$ cat src/rtl/clkdiv_pkg.sv
// Shared definitions for the clock-divider configuration front-end.
package clkdiv_pkg;

    localparam int unsigned MIN_RATIO = 2;

    typedef enum logic [1:0] {
        OFF  = 2'd0,
        RUN  = 2'd1,
        PEND = 2'd2
    } cfg_state_e;

endpackage

$ cat src/rtl/clkdiv_phase_tracker.sv
// Mirror of the divider's phase counter; flags the last cycle of each divided period.
module clkdiv_phase_tracker #(
    parameter int unsigned WIDTH = 3
) (
    input  logic             clk,
    input  logic             rst,
    input  logic             en,
    input  logic             clr,
    input  logic [WIDTH-1:0] ratio,
    output logic             boundary_c
);

    logic [WIDTH-1:0] cnt_q;
    logic             at_last_c;

    // ratio-1 only matters while enabled, and ratio is always >= 2 then
    assign at_last_c  = (cnt_q == WIDTH'(ratio - WIDTH'(1)));
    assign boundary_c = en && at_last_c;

    always_ff @(posedge clk or posedge rst) begin
        if (rst) begin
            cnt_q <= '0;
        end else if (clr) begin
            cnt_q <= '0;
        end else if (en) begin
            cnt_q <= at_last_c ? '0 : WIDTH'(cnt_q + WIDTH'(1));
        end
    end

endmodule

$ cat src/rtl/clkdiv_cfg_sync.sv
// Applies ratio/enable updates to the clock divider only at divided-period boundaries.
module clkdiv_cfg_sync
    import clkdiv_pkg::*;
#(
    parameter int unsigned WIDTH     = 3,
    parameter int unsigned RST_RATIO = 2
) (
    input  logic             i_ref_clk,
    input  logic             i_rst,
    input  logic             i_cfg_valid,
    input  logic [WIDTH-1:0] i_cfg_ratio,
    input  logic             i_cfg_en,
    output logic             o_cfg_ready,
    output logic [WIDTH-1:0] o_div_ratio,
    output logic             o_clk_en,
    output logic             o_cfg_done,
    output logic             o_cfg_err
);

    cfg_state_e       state_q, state_d;
    logic [WIDTH-1:0] ratio_q, ratio_d;
    logic [WIDTH-1:0] shadow_ratio_q, shadow_ratio_d;
    logic             clk_en_q, clk_en_d;
    logic             shadow_en_q, shadow_en_d;
    logic             done_q, done_d;
    logic             err_q, err_d;
    logic             accept_c;
    logic             illegal_c;
    logic             boundary_c;
    logic             clr_c;

    assign o_cfg_ready = (state_q != PEND);
    assign accept_c    = i_cfg_valid && o_cfg_ready;
    assign illegal_c   = i_cfg_en && (i_cfg_ratio < WIDTH'(MIN_RATIO));

    clkdiv_phase_tracker #(
        .WIDTH (WIDTH)
    ) u_phase (
        .clk        (i_ref_clk),
        .rst        (i_rst),
        .en         (clk_en_q),
        .clr        (clr_c),
        .ratio      (ratio_q),
        .boundary_c (boundary_c)
    );

    // Next-state and next-output decode
    always_comb begin
        state_d        = state_q;
        ratio_d        = ratio_q;
        clk_en_d       = clk_en_q;
        shadow_ratio_d = shadow_ratio_q;
        shadow_en_d    = shadow_en_q;
        done_d         = 1'b0;
        err_d          = 1'b0;
        clr_c          = 1'b0;

        if (accept_c && illegal_c) begin
            err_d = 1'b1;
        end else begin
            case (state_q)
                OFF: begin
                    if (accept_c) begin
                        ratio_d  = i_cfg_ratio;
                        clk_en_d = i_cfg_en;
                        clr_c    = 1'b1;
                        done_d   = 1'b1;
                        state_d  = i_cfg_en ? RUN : OFF;
                    end
                end
                RUN: begin
                    // A request on the boundary cycle waits for the following boundary
                    if (accept_c) begin
                        shadow_ratio_d = i_cfg_ratio;
                        shadow_en_d    = i_cfg_en;
                        state_d        = PEND;
                    end
                end
                PEND: begin
                    if (boundary_c) begin
                        ratio_d  = shadow_ratio_q;
                        clk_en_d = shadow_en_q;
                        clr_c    = 1'b1;
                        done_d   = 1'b1;
                        state_d  = shadow_en_q ? RUN : OFF;
                    end
                end
                default: begin
                    state_d = OFF;
                end
            endcase
        end
    end

    always_ff @(posedge i_ref_clk or posedge i_rst) begin
        if (i_rst) begin
            state_q <= OFF;
        end else begin
            state_q <= state_d;
        end
    end

    always_ff @(posedge i_ref_clk or posedge i_rst) begin
        if (i_rst) begin
            ratio_q        <= WIDTH'(RST_RATIO);
            clk_en_q       <= 1'b0;
            shadow_ratio_q <= '0;
            shadow_en_q    <= 1'b0;
            done_q         <= 1'b0;
            err_q          <= 1'b0;
        end else begin
            ratio_q        <= ratio_d;
            clk_en_q       <= clk_en_d;
            shadow_ratio_q <= shadow_ratio_d;
            shadow_en_q    <= shadow_en_d;
            done_q         <= done_d;
            err_q          <= err_d;
        end
    end

    assign o_div_ratio = ratio_q;
    assign o_clk_en    = clk_en_q;
    assign o_cfg_done  = done_q;
    assign o_cfg_err   = err_q;

endmodule

$ cat config.mk
export PLATFORM = sky130hd
export DESIGN_NAME = clkdiv_cfg_sync
export DESIGN_NICKNAME = d
export VERILOG_FILES = /design/src/rtl/clkdiv_pkg.sv /design/src/rtl/clkdiv_phase_tracker.sv /design/src/rtl/clkdiv_cfg_sync.sv
export SDC_FILE = /design/constraint.sdc
export NUM_CORES = 1
export LEC_CHECK = 0
export CORE_MARGIN = 1
export CORE_UTILIZATION = 25
export DETAILED_ROUTE_END_ITERATION = 7
export GPL_TIMING_DRIVEN = 0
export PLACE_DENSITY_LB_ADDON = 0.1
export SYNTH_ARGS = -nofsm -noshare
export SYNTH_HDL_FRONTEND = slang
export SYNTH_SLANG_ARGS = --single-unit
$ cat constraint.sdc
create_clock -name i_ref_clk -period 2.29 [get_ports i_ref_clk]
set_input_delay 0.229 -clock i_ref_clk [delete_from_list [all_inputs] [get_ports i_ref_clk]]
set_output_delay 0.229 -clock i_ref_clk [all_outputs]
set_load 0.01 [all_outputs]
==> impl_metrics.py <==
metrics = {
    "timing": {
        "tightest_slew_ns": 0.590,
        "hold_viol": 0,
        "rsz0062_at_grt": "no",
        "fin_crit_ns": 2.00,
        "setup_viol": 0,
        "finalCritPeriodShare_pct": 87.2,
        "slew_headroom_pct": 60.6,
        "tns_ns": 0,
        "clock-skew-final_ns": 0.00421,
        "maxSlewViolCount": 0,
        "fmax_mhz": 501,
    },
    "power_and_ir_drop": {
        "switching_share_pct": 38.5,
        "fin_total_pwr_w": 0.00138,
        "p_int_w": 0.000849,
        "p_per_area_nw_per_um2": 1330,
        "ir_drop_uv": 374,
        "switchingPower_w": 0.000531,
        "leakage_nw": 0.449,
        "seqPwrFrac_pct": 36.9,
        "pwr-share-comb_pct": 51.8,
        "clockPowerShare_pct": 11.3,
    },
    "cts": {
        "cts_num_sinks": 15,
        "h-tree-depth": 1,
        "cts_resized": 0,
        "cts_hold_repair.buffers": 0,
        "numCtsBuffers": 3,
        "tritoncts": "done",
        "clk_latency_ns": 0.29,
        "cts_root_buf": "clkbuf_4",
        "clk_pin_slew_worst_paths_ns": 0.09,
        "cts_buffer_depth": 2,
        "cts_setup_buffers": 0,
    },
    "logic_synthesis": {
        "synth_compound_area_share_pct": 14.3,
        "synth_edf_count": 0,
        "synth_area_per_cell_um2": 11.8,
        "synth_fa_ha_area_share_pct": 3.03,
        "synth_top_family_by_area": "simple AND/OR/NAND/NOR gates",
        "synth_cell_types": 36,
        "synth.ff_latch_count": 15,
        "synth.most_common_cell": "dfrtp_1",
        "yosys-top-cells-area": "dfrtp_1, mux2i_1, dfstp_2",
        "synth_area_um2": 825,
        "synth.top_cell.area_share_pct": 42.5,
        "synth_seq_area_share_pct": 45.7,
        "synthMuxAreaShare_pct": 10.8,
        "synth_ff_type": "dfrtp_1",
        "synth.net_count": 79,
        "synth_xor_area_share_pct": 7.89,
        "synthArstFlopShare_pct": 100,
        "yosysTopAreaCell": "dfrtp_1",
        "yosys.area_share.simple_pct": 14.6,
        "synth_warnings": 0,
        "netlist_instances": 70,
        "synth_top_cells_by_count": "dfrtp_1, inv_1, mux2i_1, nand2_1",
    },
    "grt": {
        "grt_pass1_wl_mm": 2.55,
        "grt_antenna_before_repair": 0,
        "grt-ovfl-total": 0,
        "track_usage_pct": 10.2,
        "grt_max_degree": 16,
        "grt_pass1_vias": 577,
    },
    "layout": {
        "num_antenna_cells": 0,
        "drive_gt1_share_pct": 16.1,
        "seq_area_um2": 377,
        "area_growth_pct": 25.6,
        "fin_nets": 97,
        "nFillCells": 358,
        "multiInputGateArea_um2": 417,
    },
    "detailed_routing": {
        "wl_mm": 1.54,
        "num_vias": 587,
        "wire_per_inst_um": 11.7,
        "drt_iter0_drc": 26,
        "first_pass_iters": 4,
        "routed_via_density": 4.48,
        "drc_errors": 0,
        "ant_nets": 0,
    },
    "placed_design": {
        "gp_congestion": 0.701,
        "portBuffers": 13,
        "hpwl_mm": 1.15,
    },
    "setup_path": {
        "crit_path_start_kind": "flop",
        "arrival_ns": 2.17,
        "cp.required_ns": 2.47,
        "path_max_fanout": 5,
        "criticalPathCategory": "reg2reg",
        "cp_slowest_cell": "dfstp_2",
        "timing.critical_path.buf_inv": 1,
        "max_stage_delay_ns": 0.53,
        "path_cells": "inv_1 > ha_1 > xor2_1 > nand3_2 > o21bai_4 > mux2_4",
        "cpLargestDelayFamily": "flip-flops",
        "cp-end-kind": "flop",
    },
    "die": {
        "die_area_um2": 3530,
        "initial_core_util_pct": 26.6,
        "die_height_um": 59.4,
        "rows": 20,
        "ioPinCount": 14,
        "core_area_um2": 3100,
        "die_width_um": 59.4,
    },
    "flow_run": {
        "maxCapViolCount": 0,
    },
    "run_status": {
        "outcome": "complete, no violations",
    },
    "worst_hold_path": {
        "hold_path_class": "in2async",
    },
}
[final timing paths]
path | from | end | slack, ns | cells after the start
worst max-delay path | o_div_ratio[1] | o_div_ratio[2] | 0.29 | 6
worst max register to register | o_div_ratio[1] | o_div_ratio[2] | 0.29 | 6
worst min-delay path | i_rst | shadow_en_q | 0.30 | 2
max in group asynchronous | i_rst | o_div_ratio[0] | 1.61 | 2
min in group i_ref_clk | shadow_ratio_q[2] | shadow_ratio_q[2] | 0.50 | 1
worst min register to register | shadow_ratio_q[2] | shadow_ratio_q[2] | 0.50 | 1
[state kept, by name (all words and copies together), names as in the netlist]
name,flops
o_cfg_done,1
o_cfg_err,1
o_clk_en,1
o_div_ratio,3
shadow_en_q,1
shadow_ratio_q,3
state_q,2
u_phase.cnt_q,3
[layout make-up]
cell class / count / area share [%]
multi-input combinational: 47 / 40.2
sequential: 15 / 36.4
buffer: 1 / 0.483
inverter: 7 / 2.54
clock buffer: 4 / 2.54
timing repair buffer: 13 / 12.6
tap: 44 / 5.31
[metrics by stage]
stage	cell area (um^2)	std cells	util [%]	worst slack, ns	hold slack (ns)
after CTS	1040	131	33.4	0.276	0.328
after global routing	1040	131	33.4	0.177	0.360
final	1040	131	33.4	0.292	0.300
after global placement	1010	127	32.5	0.290	0.478
after detailed placement	1010	127	32.5	0.284	0.480
after floorplan	825	70	-	0.395	0.130
[power groups by stage]
stage | clock, W | combinational, W | sequential, W
6_report | 0.000155 | 0.000715 | 0.000509
5_1_grt | 0.000176 | 0.000791 | 0.000528
4_1_cts | 0.000165 | 0.000724 | 0.000510
3_5_place_dp | 0 | 0.000723 | 0.000515
3_3_place_gp | 0 | 0.000721 | 0.000517
2_1_floorplan | 0 | 0.000508 | 0.000513
[cell families (layout without fill, tap and decap cells)]
| family | after synthesis | count (layout) |
|---|---|---|
| fa+ha+maj | 2 | 2 |
| compound gates | 14 | 14 |
| xor+xnor | 5 | 5 |
| buf+inv | 8 | 25 |
| flops | 15 | 15 |
| simple gates | 18 | 18 |
| mux | 8 | 8 |
[placed cells by master, fill, tap and decap left out, types with 2 or more instances in the layout]
master           count
a21oi_1              3
a22o_1               2
clkbuf_4             3
clkdlybuf4s50_1     13
dfrtp_1             14
ha_1                 2
inv_1                7
mux2_1               2
mux2i_1              4
nand2_1              4
nand3b_1             2
nor2_1               3
xor2_1               2
[routing by layer]
layer,routed length [um],GRT usage (%),part of all wire [%],vias to the layer above
met5,0,0,0,-
met4,48,8.16,3.1,0
met3,55,1.97,3.6,5
met2,716,15.7,47,14
met1,714,12.5,47,285
li1,-,-,-,283
Note: power is estimated with default switching activity, not from simulation.
==> variant, RTL diff (same flow settings) <==
The 3 states of `cfg_state_e` get a one-hot encoding in 3 bits.
--- a/src/rtl/clkdiv_pkg.sv
+++ b/src/rtl/clkdiv_pkg.sv
@@ -4,8 +4,8 @@
     localparam int unsigned MIN_RATIO = 2;
 
-    typedef enum logic [1:0] {
-        OFF  = 2'd0,
-        RUN  = 2'd1,
-        PEND = 2'd2
+    typedef enum logic [2:0] {
+        OFF  = 3'b001,
+        RUN  = 3'b010,
+        PEND = 3'b100
     } cfg_state_e;
 
Function: no difference found for any inputs over 10 cycles, from zero or initial values and one cycle with i_rst high; not proved beyond that.
==> variant against the original RTL <==
- critical path depth stayed put
- area after synthesis is 5.8% higher
- total power is 31% lower
- largest power group is now sequential cells
- via count is 7.0% higher
- routed wire length is 16% higher
- worst setup slack worse by 0.020 ns
- highest routed layer unchanged
- non-clock buffer count is 1 higher
- combinational power is 49% lower
- global-route usage is 1.4 points higher
- final area is 4.5% higher
- sequential cell count is 1 higher
- critical path type unchanged
==> variant: results (changes against the original RTL) <==
.. list-table::
   :header-rows: 1

   * - Metric
     - Value
   * - Cell types with the largest area share after synthesis
     - dfrtp_1 (40%), dfstp_2 (6.0%), mux2_2 (5.2%), a221o_1 (3.4%), a21oi_1 (2.9%)
   * - Max VDD drop
     - 0.223 mV (-40%)
   * - Final nets
     - 102 (+5.2%)
   * - Leakage Power
     - 0.453 nW (+0.96%)
   * - Number of global-route vias before repair
     - 619 (+7.3%)
   * - Post-synth cell types
     - 33 (-8.3%)
   * - DR pass1 iterations
     - 3 (-1)
   * - Routed wire length
     - 1.78 mm (+16%)
   * - Placer's final routability congestion estimate
     - 0.809 (+15%)
   * - Result of the run
     - finished, final reports clean
   * - Quantity of I/O buffers inserted on ports
     - 13 (unchanged)
   * - Remaining max-slew budget at the tightest pin
     - 58.4% (-2.2 points)
   * - Ratio of cells with drive above 1 in the final layout
     - 19.8% (+3.7 points)
   * - Commonest cells in the synthesized netlist
     - dfrtp_1 (14), a21oi_1 (5), inv_1 (5), o21ai_0 (5)
   * - CTS Buf Count
     - 3 (unchanged)
   * - Clk_skew
     - 0.00360 ns (-0.000613 ns)
   * - Ant diodes
     - 0 (unchanged)
   * - Total routing resource utilization after global routing
     - 11.7% (+1.4 points)
   * - Part of the Yosys area used for sequential elements
     - 46.2% (+0.52 points)
   * - Pin count of the biggest net entering global routing
     - 17 (+1)
   * - Number of gates given a new drive strength after cts
     - 0 (unchanged)
   * - Net count of the mapped netlist
     - 84 (+6.3%)
   * - Average vias per placed instance
     - 4.58 (+2.3%)
   * - Path type of the worst min-delay path
     - in2async
   * - Post-detail-place hpwl
     - 1.33 mm (+15%)
   * - Critical path peak fanout
     - 8 (+3)
   * - Post-CTS setup buffer count
     - 0 (unchanged)
   * - Count of warnings emitted by yosys
     - 0 (unchanged)
   * - First DRT Iteration DRCs
     - 24 (-7.7%)
   * - Global-route wire length before repair
     - 3.06 mm (+20%)
   * - Crit path arrival time
     - 2.19 ns (+0.02 ns)
   * - Max clock buf depth
     - 2 (unchanged)
[variant: logic make-up after synthesis]
group | synth area share [%]
AOI/OAI and AO/OA | 13.5
xor gates and xnor gates | 5.74
adders and majority gates | 2.87
buffers and inverters | 3.59
DFF | 46.2
muxes | 6.31
and+or+nand+nor | 21.8
[variant: worst paths after layout]
check	start	slack, ns	cells after the start	endpoint
max in group asynchronous	i_rst	1.57	2	o_div_ratio[0]
min in group i_ref_clk	shadow_ratio_q[0]	0.52	1	shadow_ratio_q[0]
hold / removal	i_rst	0.32	2	state_q[1]
setup reg to reg	o_div_ratio[1]	0.27	6	o_div_ratio[2]
hold reg to reg	shadow_ratio_q[0]	0.52	1	shadow_ratio_q[0]
setup / recovery	o_div_ratio[1]	0.27	6	o_div_ratio[2]
[variant: through the flow]
step | total power, mW | area, µm² | util [%] | worst slack [ns] | cells
after floorplan | 0.702 | 872 | - | 0.414 | 75
after global placement | 0.813 | 1060 | 31.8 | 0.243 | 134
after detailed placement | 0.815 | 1060 | 31.8 | 0.259 | 134
after CTS | 0.969 | 1080 | 32.4 | 0.244 | 137
after global routing | 1.03 | 1080 | 32.4 | 0.126 | 137
final | 0.948 | 1080 | 32.4 | 0.272 | 137
[variant: where the power goes]
| group | leakage (nW) | total, mW | internal [mW] | switching, mW |
|---|---|---|---|---|
| combinational | 0.238 | 0.365 | 0.205 | 0.160 |
| sequential | 0.202 | 0.436 | 0.364 | 0.0723 |
| clock | 0.0138 | 0.146 | 0.0610 | 0.0855 |
| total | 0.453 | 0.948 | 0.630 | 0.318 |
[variant: critical path, cell delays in order, from the launching register on]
cell and delay (ns):
dfstp_2 0.56, inv_1 0.05, ha_1 0.28, xnor2_1 0.16, nor3_4 0.36, a31oi_2 0.20
a221o_1 0.32
[variant: area by class of cell]
type	count	area (µm²)
buffer	2	12.5
clock buffer	3	22.5
fill	360	2250
inverter	5	18.8
multi-input combinational	52	438
sequential	16	403
tap	46	57.6
timing repair buffer	13	130
[variant: metal layers]
layer  GRT usage (%)  share of wire, %  wire (µm)
met1            14.9                48        852
met4            6.82               1.2         22
met5               0                 0          0
met2            18.6                48        860
met3            1.89               2.7         48
